[config.mk]
export PLATFORM = sky130hd
export DESIGN_NAME = pwm_capture
export DESIGN_NICKNAME = d
export VERILOG_FILES = /design/src/rtl/pwm_pkg.sv /design/src/rtl/pwm_edge_det.sv /design/src/rtl/pwm_capture.sv
export SDC_FILE = /design/constraint.sdc
export NUM_CORES = 1
export LEC_CHECK = 0
export ABC_AREA = 1
export BUFFER_PORTS_ARGS = -buffer_cell sky130_fd_sc_hd__buf_2
export CAP_MARGIN = 20
export CORE_UTILIZATION = 30
export CTS_CLUSTER_SIZE = 8
export DETAILED_ROUTE_END_ITERATION = 8
export SLEW_MARGIN = 20
export SYNTH_ARGS = -nofsm -noshare
export SYNTH_HDL_FRONTEND = slang
export SYNTH_HIERARCHICAL = 1
export SYNTH_SLANG_ARGS = --single-unit
[constraint.sdc]
create_clock -name clock -period 4.1 [get_ports clock]
set_input_delay 0 -clock clock [delete_from_list [all_inputs] [get_ports clock]]
set_output_delay 0 -clock clock [all_outputs]
set_load 0.005 [all_outputs]
[src/rtl/pwm_pkg.sv]
// rtl/pwm_pkg.sv - shared types and constants for the PWM generator/capture pair
`timescale 1ns/1ps
package pwm_pkg;

  localparam int CNT_W_DEFAULT = 16;
  localparam int DUTY_W        = 9;

  typedef enum logic [1:0] {
    IDLE = 2'd0,
    HIGH = 2'd1,
    LOW  = 2'd2
  } pwm_state_e;

  function automatic logic majority3(input logic a, input logic b, input logic c);
    return (a & b) | (a & c) | (b & c);
  endfunction

endpackage

[src/rtl/pwm_edge_det.sv]
// rtl/pwm_edge_det.sv - pwm_in synchroniser and edge detector
// PWM_CAPTURE_DEGLITCH_EN inserts a 3-sample majority filter that drops 1-cycle pulses.
`timescale 1ns/1ps
module pwm_edge_det
  import pwm_pkg::*;
#(
  parameter int SYNC_STAGES = 2
) (
  input  logic clock,
  input  logic reset_n,
  input  logic pwm_in,
  output logic sync,
  output logic rise,
  output logic fall
);

  logic [SYNC_STAGES-1:0] sync_ff;
  logic                   prev;

  always_ff @(posedge clock or negedge reset_n) begin
    if (!reset_n) begin
      sync_ff <= '0;
    end else begin
      sync_ff <= {sync_ff[SYNC_STAGES-2:0], pwm_in};
    end
  end

`ifdef PWM_CAPTURE_DEGLITCH_EN
  // Filtered level only moves once two of the last three samples agree,
  // so both edges of an accepted pulse see the same extra delay.
  logic [1:0] hist;
  logic       filt;

  always_ff @(posedge clock or negedge reset_n) begin
    if (!reset_n) begin
      hist <= '0;
      filt <= 1'b0;
    end else begin
      hist <= {hist[0], sync_ff[SYNC_STAGES-1]};
      filt <= majority3(sync_ff[SYNC_STAGES-1], hist[0], hist[1]);
    end
  end

  assign sync = filt;
`else
  assign sync = sync_ff[SYNC_STAGES-1];
`endif

  always_ff @(posedge clock or negedge reset_n) begin
    if (!reset_n) begin
      prev <= 1'b0;
    end else begin
      prev <= sync;
    end
  end

  assign rise = sync & ~prev;
  assign fall = ~sync & prev;

endmodule

[src/rtl/pwm_capture.sv]
// rtl/pwm_capture.sv - measures high time and period of an incoming PWM waveform
// Build with PWM_CAPTURE_DEGLITCH_EN to filter pulses shorter than 2 cycles.
`timescale 1ns/1ps
module pwm_capture
  import pwm_pkg::*;
#(
  parameter int CNT_W       = CNT_W_DEFAULT,
  parameter int SYNC_STAGES = 2,
  parameter int TIMEOUT     = 65535
) (
  input  logic             clock,
  input  logic             reset_n,
  input  logic             enable,
  input  logic             pwm_in,
  output logic [CNT_W-1:0] high_time,
  output logic [CNT_W-1:0] period,
  output logic             meas_valid,
  output logic             stuck,
  output logic             stuck_level
);

  localparam logic [CNT_W-1:0] TMO = CNT_W'(TIMEOUT);

  logic             sync;
  logic             rise;
  logic             fall;
  pwm_state_e       state;
  logic [CNT_W-1:0] cnt;
  logic [CNT_W-1:0] hi_lat;
  logic [CNT_W-1:0] cnt_inc;
  logic             at_tmo;

  pwm_edge_det #(
    .SYNC_STAGES (SYNC_STAGES)
  ) u_edge_det (
    .clock   (clock),
    .reset_n (reset_n),
    .pwm_in  (pwm_in),
    .sync    (sync),
    .rise    (rise),
    .fall    (fall)
  );

  // cnt holds cycles since the last rise detection and sticks at TMO
  assign at_tmo  = (cnt >= TMO);
  assign cnt_inc = at_tmo ? TMO : cnt + CNT_W'(1);

  always_ff @(posedge clock or negedge reset_n) begin
    if (!reset_n) begin
      state       <= IDLE;
      cnt         <= '0;
      hi_lat      <= '0;
      high_time   <= '0;
      period      <= '0;
      meas_valid  <= 1'b0;
      stuck       <= 1'b0;
      stuck_level <= 1'b0;
    end else begin
      meas_valid <= 1'b0;
      if (!enable) begin
        state  <= IDLE;
        cnt    <= '0;
        hi_lat <= '0;
      end else begin
        if (stuck && (rise || fall)) begin
          stuck       <= 1'b0;
          stuck_level <= 1'b0;
        end
        case (state)
          IDLE: begin
            if (rise) begin
              cnt   <= CNT_W'(1);
              state <= HIGH;
            end
          end
          HIGH: begin
            if (fall) begin
              hi_lat <= cnt;
              cnt    <= cnt_inc;
              state  <= LOW;
            end else if (at_tmo) begin
              stuck       <= 1'b1;
              stuck_level <= sync;
              cnt         <= '0;
              state       <= IDLE;
            end else begin
              cnt <= cnt_inc;
            end
          end
          LOW: begin
            // an edge on the timeout cycle still completes the period
            if (rise) begin
              high_time  <= hi_lat;
              period     <= cnt;
              meas_valid <= 1'b1;
              cnt        <= CNT_W'(1);
              state      <= HIGH;
            end else if (at_tmo) begin
              stuck       <= 1'b1;
              stuck_level <= sync;
              cnt         <= '0;
              state       <= IDLE;
            end else begin
              cnt <= cnt_inc;
            end
          end
          default: begin
            state <= IDLE;
            cnt   <= '0;
          end
        endcase
      end
    end
  end

endmodule

After elaboration in Yosys (flattened, before gate mapping)
Cells that the tools add are included.

Mux-type cells: 29. Reduce and logical (&&, ||, !) cells: 5. Eq/ne operators: 5. Add/subtract/negate cells: 1. Bitwise logic cells: 4. Order comparisons: 1.

Operators by type and width (count): $mux 16 (9); $pmux 16 s3 (1); $add 16x1->16 const B (1); $ge 16x16->1 const B (1); $mux 1 (11); $mux 2 (5); $pmux 2 s3 (1); $ne 2x1->1 const B (2); $pmux 1 s2 (2); $ne 3x3->1 const B (1); $reduce_and 3->1 (1); $and 1x1->1 (2); $eq 2x1->1 const B (1); $eq 2x2->1 const B (1); $logic_not 2->1 (1); $not 1->1 (2); $reduce_and 2->1 (1); $logic_and 1x1->1 (1); $logic_or 1x1->1 (1).

Register bits: 72. Bits of input ports: 4.

Depth between registers and ports, before layout
Word-level depth: 8. Gate-level depth with buffers: 10. Mapped depth without buffers: 10.

Modules after synthesis
Netlist, hierarchy kept.

By module, submodules not included: pwm_capture (seq. area each 1726.7 µm², instances 1, cells each 362, area each 3249.4 µm²); pwm_edge_det (seq. area each 75.1 µm², instances 1, cells each 7, area each 90.1 µm²).

Worst setup path before layout
Ideal clock, no wire load.

Path kind: register to register. Start point: register cnt[0]. End point: register cnt[3]. Stages on the path, launching flop included: 9. Clock period less this slack: 1.517 ns. Path slack: 2.583 ns. Buffers on the path: 0. Data arrival time: 1.386 ns. Setup time: 0.131 ns. Path through: dfrtp_1 > ha_1 > nand2_2 > nor2_4 > nand4_2 > nand2_2 > nand2_2 > nand2_4 > o22ai_1.

Cells in the longest elaborated chain, start to end: 6. Elaborated cells between the ends (all ways): 8.

Ends and longest elaborated chain: start: declaration (line pwm_capture.sv:28) `logic [CNT_W-1:0] cnt;`; start signal: assignment (line pwm_capture.sv:79) `cnt <= cnt_inc;`; start signal: assignment (line pwm_capture.sv:87) `cnt <= cnt_inc;`; start signal: assignment (line pwm_capture.sv:104) `cnt <= cnt_inc;`; $add 16x1->16 / $ge 16x16->1 (equally long branches) (line pwm_capture.sv:46, pwm_capture.sv:45); $mux 16 (line pwm_capture.sv:46) `assign cnt_inc = at_tmo ? TMO : cnt + CNT_W'(1);`; $mux 16 (line pwm_capture.sv:81, pwm_capture.sv:98); $mux 16, on equally long branches (line pwm_capture.sv:92, pwm_capture.sv:77); $pmux 16 s3 (*) (line pwm_capture.sv:69) `case (state)`; $mux 16 (*) (line pwm_capture.sv:60) `if (!enable) begin`.

Mark *: on every way between the ends. The rest lies on a longest branch, timed or not. A chain may end at the register's enable or synchronous reset.

Worst setup path in the final report
Start point: register state[0]. End point: register period[12].

Cells in the longest elaborated chain, start to end: 2.

Ends and longest elaborated chain: start: declaration (line pwm_capture.sv:27) `pwm_state_e state;`; start signal: assignment (line pwm_capture.sv:50) `state <= IDLE;`; start signal: assignment (line pwm_capture.sv:61) `state <= IDLE;`; start signal: assignment (line pwm_capture.sv:73) `state <= HIGH;`; $eq 2x2->1 (line pwm_capture.sv:69); $reduce_and 3->1 (no line); end signal: assignment (line pwm_capture.sv:94) `period <= cnt;`; end: declaration (line pwm_capture.sv:16) `output logic [CNT_W-1:0] period,`.

No other way between the ends.

==> results.sh <==
export IMPL_drc=0
export IMPL_status="finished, final reports clean"
export IMPL_htree_levels=3
export IMPL_core_area_um2=10800
export IMPL_initial_core_util_pct=30.8
export IMPL_grt_max_degree=65
export IMPL_fin_tns_setup_ns=0
export IMPL_synth_cell_types=32
export IMPL_gp_congestion=0.873
export IMPL_final_cell_mix="nand2_1, dfrtp_1, inv_1, buf_2, o21ai_0"
export IMPL_peakVddDrop_v=0.000154
export IMPL_grt_pass1_wl_mm=12.7
export IMPL_worst_hold_slack_ns=0.294
export IMPL_antenna_left=0
export IMPL_cts_sinks=72
export IMPL_hold_path_class="input pin to register"
export IMPL_die_h_um=108
export IMPL_cp_top_family="buffers and inverters"
export IMPL_final_common_cell="nand2_1"
export IMPL_vias=2590
export IMPL_ioPinCount=39
export IMPL_diodes=0
export IMPL_die_x_um=108
export IMPL_yosys_warnings=6
export IMPL_cts_path_max_buffers=2
export IMPL_clk_pin_slew_ns=0.08
export IMPL_finalNonFillerCells=557
export IMPL_slowest_stage="inv_2"
export IMPL_dp_slack_ns=2.15
export IMPL_worstPathRequired_ns=4.28
export IMPL_finalCriticalPeriod_ns=1.94
export IMPL_port_buffers=38
export IMPL_cts_root_buf="clkbuf_8"
export IMPL_drive_above_1_share_pct=19.4
export IMPL_cts_tree="done"
export IMPL_rsz0062_at_grt="false"
export IMPL_hold_viol_final=0
export IMPL_slew_headroom_pct=42.8
export IMPL_max_freq_mhz=514
export IMPL_avgSynthCellArea_um2=9.05
export IMPL_fin_ws_ns=2.16
export IMPL_grt_pass1_vias=2587
export IMPL_grt_util_all_layers_pct=14.1
export IMPL_drv_slew=0
export IMPL_cts_inserted_buffers=9
export IMPL_cts_setup_buffers=0
export IMPL_totalWireLength_mm=7.36
export IMPL_p_leak_nw=1.85
export IMPL_wl_per_cell_um=13.2
export IMPL_seq_area_frac_synth_pct=54.0
export IMPL_fin_nets=421
export IMPL_arrival_ns=2.13
export IMPL_finalSetupViolCount=0
export IMPL_cp_max_fo=64
export IMPL_dp_hpwl_mm=5.01
export IMPL_synth_fp_nets=378
export IMPL_powerDensity_nw_per_um2=397
export IMPL_grt_overflow_total=0
export IMPL_path_cells="inv_1 > ha_1 > nand2_1 > nor2_2 > inv_2 > o21ai_0"
export IMPL_critical_path_buf_inv_count=2
export IMPL_fp_row_count=38
export IMPL_syn_inst=369
export IMPL_startpoint_type="register"
export IMPL_antenna_found_initial=0
export IMPL_area_growth_pct=15.8
export IMPL_reg2reg_slack_ns=2.16
export IMPL_clock_latency_ns=0.35
export IMPL_viasPerCell=4.65
export IMPL_syn_area_um2=3340
export IMPL_drt_pass1_iter_count=4
export IMPL_dp_cells=538
export IMPL_max_stage_delay_ns=0.60
export IMPL_critPathKind="register to register"
export IMPL_fin_skew_ns=0.0113
export IMPL_ys_ff_latch=72
export IMPL_die_area_um2=11600
export IMPL_finalCritPeriodShare_pct=47.4
export IMPL_fin_util_pct=35.7
export IMPL_drt_iter0_markers=181
export IMPL_drv_cap=0
export IMPL_end_kind="register"
export IMPL_tightest_slew_ns=0.855
-- cell families (layout without fill, tap and decap cells) --
logic type	Yosys count	count (layout)	share of synthesized area, %
adders and majority gates	5	5	1.87
DFF	72	72	54.0
AOI/OAI and AO/OA	79	79	13.4
buffers and inverters	60	108	7.01
and+or+nand+nor	149	149	22.7
xor gates and xnor gates	4	4	1.05
-- repair_timing --
| item | CTS | global route |
|---|---|---|
| hold buffers | 3 | 0 |
| hold endpoints to repair | 38 | 0 |
| gates resized for setup | 0 | 0 |
-- final timing paths --
path,startpoint,endpoint,depth (start not counted)
hold / removal,pwm_in,u_edge_det/sync_ff[0]$_DFF_PN0_,2
max in group asynchronous,reset_n,high_time[13]$_DFFE_PN0P_,3
setup reg to reg,state[0]$_DFFE_PN0P_,period[12]$_DFFE_PN0P_,6
min in group asynchronous,reset_n,state[0]$_DFFE_PN0P_,2
setup / recovery,state[0]$_DFFE_PN0P_,period[12]$_DFFE_PN0P_,6
hold reg to reg,u_edge_det/sync_ff[0]$_DFF_PN0_,u_edge_det/sync_ff[1]$_DFF_PN0_,0
-- Yosys cell counts, drive strengths merged --
library cell  count  share of area [%]
o22ai            22                4.1
a22oi             1               0.22
a21boi            2               0.56
buf               3               0.60
xor2              4                1.0
clkbuf            7               0.79
nor3              5                1.8
nor2             25                5.0
nand3            14                2.1
nand4             7                1.9
o21a              1               0.22
inv              50                5.6
o21ai            45                7.0
ha                5                1.9
or2               1               0.19
nand2            97                 12
a21oi             8                1.3
dfrtp            72                 54
-- per-stage QoR --
step                total power, mW  area [um2]
floorplan                     0.952        3340
global placement               1.05        3670
detailed placement             1.05        3670
CTS                            1.56        3870
global route                   1.63        3870
finish                         1.53        3870
-- area by class of cell --
class	count	area (um2)
multi-input cells	237	1300
clock inverters	6	43.8
inverters	50	188
repair buffers	42	228
well taps	140	175
flip-flops and latches	72	1800
clock buffers	10	128
fillers	1137	6970
-- sequential cells by signal, summed over array words and instances, names as in the netlist --
signal / count
u_edge_det/prev: 1
meas_valid: 1
stuck_level: 1
stuck: 1
cnt: 16
period: 16
state: 2
high_time: 16
hi_lat: 16
u_edge_det/sync_ff: 2
-- layer usage --
metal  part of all wire (%)  GRT usage, %
met1                     48          18.3
met2                     46          22.3
met3                    5.2          4.12
met4                    1.6          5.28
met5                      0             0
-- report_power, final --
group	switching, mW	total (mW)	internal [mW]
clock network	0.274	0.494	0.220
logic	0.144	0.237	0.0932
registers	0.0338	0.802	0.768
Power figures use the tool's default switching activity.
